$ cat src/rtl/vga_timing_if.sv
// Timing-generator bundle: restart enable in, pixel strobe, syncs, position and strobes out.
interface vga_timing_if #(
   parameter int XW = 10,
   parameter int YW = 10
);
   logic          en;
   logic          pix_ce;
   logic          hsync;
   logic          vsync;
   logic          active;
   logic [XW-1:0] xpos;
   logic [YW-1:0] ypos;
   logic          line_start;
   logic          frame_start;

   modport master (
      input  en,
      output pix_ce, hsync, vsync, active, xpos, ypos, line_start, frame_start
   );

   modport slave (
      output en,
      input  pix_ce, hsync, vsync, active, xpos, ypos, line_start, frame_start
   );
endinterface

$ cat src/rtl/vga_timing_gen.sv
// Video timing generator: integer pixel clock-enable divider plus registered raster counters,
// sync/active decode and line/frame strobes, all in the clk50 domain. en=0 restarts synchronously.
module vga_timing_gen #(
   parameter int CLK_DIV  = 2,
   parameter int H_ACTIVE = 640,
   parameter int H_FP     = 16,
   parameter int H_SYNC   = 96,
   parameter int H_BP     = 48,
   parameter int V_ACTIVE = 480,
   parameter int V_FP     = 10,
   parameter int V_SYNC   = 2,
   parameter int V_BP     = 33,
   parameter bit HS_POL   = 1'b0,
   parameter bit VS_POL   = 1'b0,
   parameter int XW       = 10,
   parameter int YW       = 10
) (
   input  logic          clk50,
   input  logic          rst_n,
   vga_timing_if.master  vif
);

   localparam int H_TOTAL  = H_ACTIVE + H_FP + H_SYNC + H_BP;
   localparam int V_TOTAL  = V_ACTIVE + V_FP + V_SYNC + V_BP;
   localparam int HS_START = H_ACTIVE + H_FP;
   localparam int HS_END   = HS_START + H_SYNC;
   localparam int VS_START = V_ACTIVE + V_FP;
   localparam int VS_END   = VS_START + V_SYNC;
   localparam int DW       = (CLK_DIV > 1) ? $clog2(CLK_DIV) : 1;

   localparam logic [DW-1:0] DIV_LAST = DW'(CLK_DIV - 1);
   localparam logic [XW-1:0] X_LAST   = XW'(H_TOTAL - 1);
   localparam logic [YW-1:0] Y_LAST   = YW'(V_TOTAL - 1);

   logic [DW-1:0] r_div_cnt;
   logic          r_pix_ce;
   logic          r_started;
   logic [XW-1:0] r_xpos;
   logic [YW-1:0] r_ypos;
   logic          r_hsync;
   logic          r_vsync;
   logic          r_active;
   logic          r_line_start;
   logic          r_frame_start;

   logic [XW-1:0] w_nx;
   logic [YW-1:0] w_ny;
   logic          w_hs_act;
   logic          w_vs_act;
   logic          w_vis;

   // Position to be loaded at the next advance edge; (0,0) until the first advance after restart.
   always_comb begin
      w_nx = '0;
      w_ny = '0;
      if (r_started) begin
         if (r_xpos == X_LAST) begin
            w_nx = '0;
            w_ny = (r_ypos == Y_LAST) ? '0 : r_ypos + 1'b1;
         end else begin
            w_nx = r_xpos + 1'b1;
            w_ny = r_ypos;
         end
      end
      w_hs_act = (32'(w_nx) >= HS_START) && (32'(w_nx) < HS_END);
      w_vs_act = (32'(w_ny) >= VS_START) && (32'(w_ny) < VS_END);
      w_vis    = (32'(w_nx) < H_ACTIVE) && (32'(w_ny) < V_ACTIVE);
   end

   always_ff @(posedge clk50 or negedge rst_n) begin
      if (!rst_n) begin
         r_div_cnt     <= '0;
         r_pix_ce      <= 1'b0;
         r_started     <= 1'b0;
         r_xpos        <= '0;
         r_ypos        <= '0;
         r_hsync       <= ~HS_POL;
         r_vsync       <= ~VS_POL;
         r_active      <= 1'b0;
         r_line_start  <= 1'b0;
         r_frame_start <= 1'b0;
      end else if (!vif.en) begin
         r_div_cnt     <= '0;
         r_pix_ce      <= 1'b0;
         r_started     <= 1'b0;
         r_xpos        <= '0;
         r_ypos        <= '0;
         r_hsync       <= ~HS_POL;
         r_vsync       <= ~VS_POL;
         r_active      <= 1'b0;
         r_line_start  <= 1'b0;
         r_frame_start <= 1'b0;
      end else begin
         r_div_cnt     <= (r_div_cnt == DIV_LAST) ? '0 : r_div_cnt + 1'b1;
         r_pix_ce      <= (r_div_cnt == DIV_LAST);
         r_line_start  <= 1'b0;
         r_frame_start <= 1'b0;
         if (r_pix_ce) begin
            r_started     <= 1'b1;
            r_xpos        <= w_nx;
            r_ypos        <= w_ny;
            r_line_start  <= (w_nx == '0);
            r_frame_start <= (w_nx == '0) && (w_ny == '0);
            r_hsync       <= w_hs_act ? HS_POL : ~HS_POL;
            r_vsync       <= w_vs_act ? VS_POL : ~VS_POL;
            r_active      <= w_vis;
         end
      end
   end

   assign vif.pix_ce      = r_pix_ce;
   assign vif.hsync       = r_hsync;
   assign vif.vsync       = r_vsync;
   assign vif.active      = r_active;
   assign vif.xpos        = r_xpos;
   assign vif.ypos        = r_ypos;
   assign vif.line_start  = r_line_start;
   assign vif.frame_start = r_frame_start;

endmodule

$ cat src/flat_wrapper.sv
// flat-port wrapper written by rule: the top's interface ports become plain ports
module vga_timing_gen_flat 
#(
   parameter int CLK_DIV  = 2,
   parameter int H_ACTIVE = 640,
   parameter int H_FP     = 16,
   parameter int H_SYNC   = 96,
   parameter int H_BP     = 48,
   parameter int V_ACTIVE = 480,
   parameter int V_FP     = 10,
   parameter int V_SYNC   = 2,
   parameter int V_BP     = 33,
   parameter bit HS_POL   = 1'b0,
   parameter bit VS_POL   = 1'b0,
   parameter int XW       = 10,
   parameter int YW       = 10
)
  (clk50, rst_n, vif_en, vif_pix_ce, vif_hsync, vif_vsync, vif_active, vif_xpos, vif_ypos, vif_line_start, vif_frame_start);
  vga_timing_if #(.XW(XW), .YW(YW)) vif_i ();
  input  logic clk50;
  input  logic rst_n;
  input wire logic [$bits(vif_i.en)-1:0] vif_en;
  output wire logic [$bits(vif_i.pix_ce)-1:0] vif_pix_ce;
  output wire logic [$bits(vif_i.hsync)-1:0] vif_hsync;
  output wire logic [$bits(vif_i.vsync)-1:0] vif_vsync;
  output wire logic [$bits(vif_i.active)-1:0] vif_active;
  output wire logic [$bits(vif_i.xpos)-1:0] vif_xpos;
  output wire logic [$bits(vif_i.ypos)-1:0] vif_ypos;
  output wire logic [$bits(vif_i.line_start)-1:0] vif_line_start;
  output wire logic [$bits(vif_i.frame_start)-1:0] vif_frame_start;
  assign vif_i.en = vif_en;
  assign vif_pix_ce = vif_i.pix_ce;
  assign vif_hsync = vif_i.hsync;
  assign vif_vsync = vif_i.vsync;
  assign vif_active = vif_i.active;
  assign vif_xpos = vif_i.xpos;
  assign vif_ypos = vif_i.ypos;
  assign vif_line_start = vif_i.line_start;
  assign vif_frame_start = vif_i.frame_start;
  vga_timing_gen #(.CLK_DIV(CLK_DIV), .H_ACTIVE(H_ACTIVE), .H_FP(H_FP), .H_SYNC(H_SYNC), .H_BP(H_BP), .V_ACTIVE(V_ACTIVE), .V_FP(V_FP), .V_SYNC(V_SYNC), .V_BP(V_BP), .HS_POL(HS_POL), .VS_POL(VS_POL), .XW(XW), .YW(YW)) u_core (.clk50(clk50), .rst_n(rst_n), .vif(vif_i));
endmodule
$ cat config.mk
export PLATFORM = sky130hd
export DESIGN_NAME = vga_timing_gen_flat
export DESIGN_NICKNAME = d
export VERILOG_FILES = /design/src/rtl/vga_timing_if.sv /design/src/rtl/vga_timing_gen.sv /design/src/flat_wrapper.sv
export SDC_FILE = /design/constraint.sdc
export NUM_CORES = 1
export LEC_CHECK = 0
export BUFFER_PORTS_ARGS = -buffer_cell sky130_fd_sc_hd__buf_2
export CORE_MARGIN = 1
export CORE_UTILIZATION = 55
export CTS_CLUSTER_SIZE = 10
export DETAILED_ROUTE_END_ITERATION = 7
export HOLD_SLACK_MARGIN = 0.02
export PLACE_DENSITY = 0.77
export SLEW_MARGIN = 20
export SYNTH_ARGS = -nofsm -noshare
export SYNTH_HDL_FRONTEND = slang
export SYNTH_SLANG_ARGS = --single-unit
$ cat constraint.sdc
create_clock -name clk50 -period 2.49 [get_ports clk50]
set_input_delay 0.249 -clock clk50 [delete_from_list [all_inputs] [get_ports clk50]]
set_output_delay 0.249 -clock clk50 [all_outputs]
set_load 0.03 [all_outputs]
==> out/qor.yml <==
route:
  drt_iter0_markers: 170
  ant_nets: 0
  via_per_inst: 6.13
  drc_errors: 0
  routedWlPerCell_um: 16.2
  wl_um: 5170
  firstDrtPassIters: 4
  num_vias: 1957
clock_tree:
  clock_latency_ns: 0.28
  cts_root_buf: "clkbuf_8"
  numCtsBuffers: 3
  clk_pin_slew_ns: 0.10
  cts_tree: "built"
  cts_resized: 0
  cts_buffer_depth: 2
  clkSinkCount: 28
  htree_levels: 1
layout:
  n_antenna_cell: 0
  design_area_um2: 2360
  layout-drive-gt1-share_pct: 22.9
  fill_cells: 326
  area_growth_pct: 12.7
  final_cells: 319
  nNetsFinal: 278
logic_synthesis:
  synth_largest_area_cell: "dfrtp_1"
  syn_area_um2: 2100
  ys.warnings.count: 0
  yosysSeqAreaShare_pct: 33.5
  synth_edf_count: 0
  synth_area_leaders: "dfrtp_1, nand2_1, nor2b_1, o21ai_0, xor2_1"
  synthArstFlopShare_pct: 100
  synth_top_area_share_pct: 31.0
  synth_seq_cells: 28
  postSynthAreaPerCell_um2: 8.56
  synth.distinct_cells: 57
  netlist_instances: 245
  synthFlopType: "dfrtp_1"
  synth_fp_nets: 251
critical_path:
  rrSetupSlack_ns: 0.15
  end_kind: "register"
  rr_endpoint: "u_core.vif.active"
  worst-path-max-fanout: 10
  timing.rr.start: "u_core.vif.xpos[7]"
  crit_required_ns: 2.65
  crit_path_end: "u_core.vif.active"
  worst_r2r_path_depth: 7
  arrival_ns: 2.50
  startpoint_type: "register"
  critical_path.startpoint: "u_core.vif.xpos[7]"
  criticalPathCategory: "reg -> reg"
grt:
  antenna_found_initial: 0
  grt_start_max_net_pins: 29
  grt_pass1_wl_um: 8600
  grt_usage_pct: 27.2
  overflow: 0
  grt_pass1_vias: 1708
placement:
  routabilityCongestion: 0.911
  port_buffers: 28
  detailed_place_hpwl_um: 3810
  place_inst: 312
  dpl_cell_area_um2: 2280
floorplan:
  die_x_um: 63.8
  core_um2: 3660
  die_h_um: 63.8
  start_util_pct: 57.3
  dieArea_um2: 4070
  row_count: 22
  ioPinCount: 29
pwr:
  leakage_nw: 1.06
  p_int_w: 0.000624
  combPwrFrac_pct: 8.3
  power_w: 0.000828
  clockPowerShare_pct: 35.4
  power_switching_w: 0.000204
  switching_share_pct: 24.7
  powerDensity_nw_per_um2: 350
  p_seq_share_pct: 56.3
  ir_drop_v: 0.000219
run:
  cap_violations: 0
timing:
  max_slew_margin_pct: 57.6
  skew_ns: 0.00585
  fmax_mhz: 427
  final-hold-violation-count: 0
  rsz0062_at_grt: "no"
  worstMarginPinSlew_ns: 0.636
  min_period_ns: 2.34
  setup_viol: 0
  fin_tns_setup_ns: 0
  final_max_slew_viol_count: 0
  period_share_pct: 94.0
  finalHoldWorstSlack_ns: 0.267
status:
  status: "finished clean"
min_path:
  hp-class: "in -> reg"
==> critical path: stages (launching register included) <==
cell and delay [ns]:
dfrtp_1 0.53, nor4b_4 0.44, buf_4 0.18, nand2_1 0.07
or3_1 0.45, xor2_1 0.18, nor4_2 0.26, o31ai_1 0.10
==> cells in the mapped netlist, types with 4 or more instances <==
master / count
o31ai_1: 4
nand4_1: 6
a21boi_1: 4
buf_2: 6
nand3_1: 12
nor2b_1: 12
o21ai_0: 13
and3_1: 8
o21a_1: 5
inv_1: 5
a21oi_1: 12
dfrtp_1: 26
clkbuf_1: 11
nand2_1: 22
nor2_1: 8
xnor2_1: 6
a31oi_1: 8
or3_1: 4
xor2_1: 7
nor3_1: 8
nor3b_1: 5
==> worst min-delay path by stage <==
stage                              end    from  cells past startpoint  slack [ns]
finish               u_core.vif.active  vif_en                      3        0.27
detailed placement  u_core.vif.ypos[7]   rst_n                      1        0.32
global route         u_core.vif.active  vif_en                      3        0.28
CTS                  u_core.vif.active  vif_en                      3        0.26
global placement    u_core.vif.ypos[9]   rst_n                      1        0.30
floorplan             u_core.r_div_cnt   rst_n                      0       -0.05
==> timing repair <==
action,4_1_cts,5_1_grt
hold buffers,1,0
hold endpoints to repair,26,0
buffers inserted,0,2
setup endpoints to repair,0,1
==> cells in the final DEF, fill, tap and decap left out, drive strengths merged, types with 2 or more instances in the layout <==
cell,count
nand3,13
nand2,22
nor4b,2
mux2i,3
inv,5
nor2b,12
a31oi,8
a21oi,12
and3,10
clkbuf,4
a21boi,6
buf,44
nor3b,5
nand4,7
and4,2
nor2,8
nand2b,2
and2,3
o31ai,4
o21a,5
dfstp,2
ha,3
o21ai,14
nor3,8
a211oi,2
nor4,5
or3,4
dfrtp,26
xor2,8
xnor2,6
==> state kept, by name (all words and copies together) (netlist names) <==
register	flops
u_core.vif.vsync	1
u_core.vif.frame_start	1
u_core.vif.hsync	1
u_core.r_started	1
u_core.vif.ypos	10
u_core.vif.line_start	1
u_core.vif.active	1
u_core.r_div_cnt	1
u_core.vif.xpos	10
u_core.vif.pix_ce	1
==> cell families (layout without fill, tap and decap cells) <==
kind of cell             after synthesis  after routing  synth area share [%]
flip-flops                            28             28                  33.5
buffers and inverters                 28             54                  6.56
adder cells (fa/ha/maj)                3              3                  1.79
XOR/XNOR                              14             14                  6.20
multiplexers                           3              3                  1.43
AND/OR/NAND/NOR                      108            108                  31.5
AO/OA/AOI/OAI                         61             61                  19.0
==> stage by stage <==
stage               worst slack [ns]  util (%)
finish                         0.148      64.6
global route                  0.0131      64.6
CTS                            0.199      64.2
detailed placement             0.215      62.4
global placement               0.310      62.4
floorplan                     0.0438         -
==> routing by layer <==
| metal | global-route usage [%] | up-vias | part of all wire [%] | wire length [µm] |
|---|---|---|---|---|
| met5 | 0 | - | 0 | 0 |
| met4 | 6.82 | 0 | 0.85 | 44 |
| met3 | 3.75 | 6 | 7.1 | 367 |
| met2 | 40.4 | 71 | 46 | 2360 |
| met1 | 41.3 | 938 | 46 | 2400 |
| li1 | - | 942 | - | - |
==> power groups by stage <==
stage | combinational (W) | sequential [W] | clock, W
6_report | 0.0000691 | 0.000466 | 0.000293
5_1_grt | 0.0000774 | 0.000468 | 0.000315
4_1_cts | 0.0000699 | 0.000466 | 0.000293
3_5_place_dp | 0.0000686 | 0.000475 | 0
3_3_place_gp | 0.0000677 | 0.000475 | 0
2_1_floorplan | 0.0000340 | 0.000479 | 0
==> area by class of cell <==
type / count / area (µm²) / area share, %
clock buffers: 4 / 55.1 / 2.33
inverters: 5 / 18.8 / 0.794
flip-flops and latches: 28 / 703 / 29.7
well taps: 48 / 60.1 / 2.54
multi-input cells: 189 / 1260 / 53.2
repair buffers: 45 / 270 / 11.4
No activity file was read; power rests on OpenSTA's default activity.
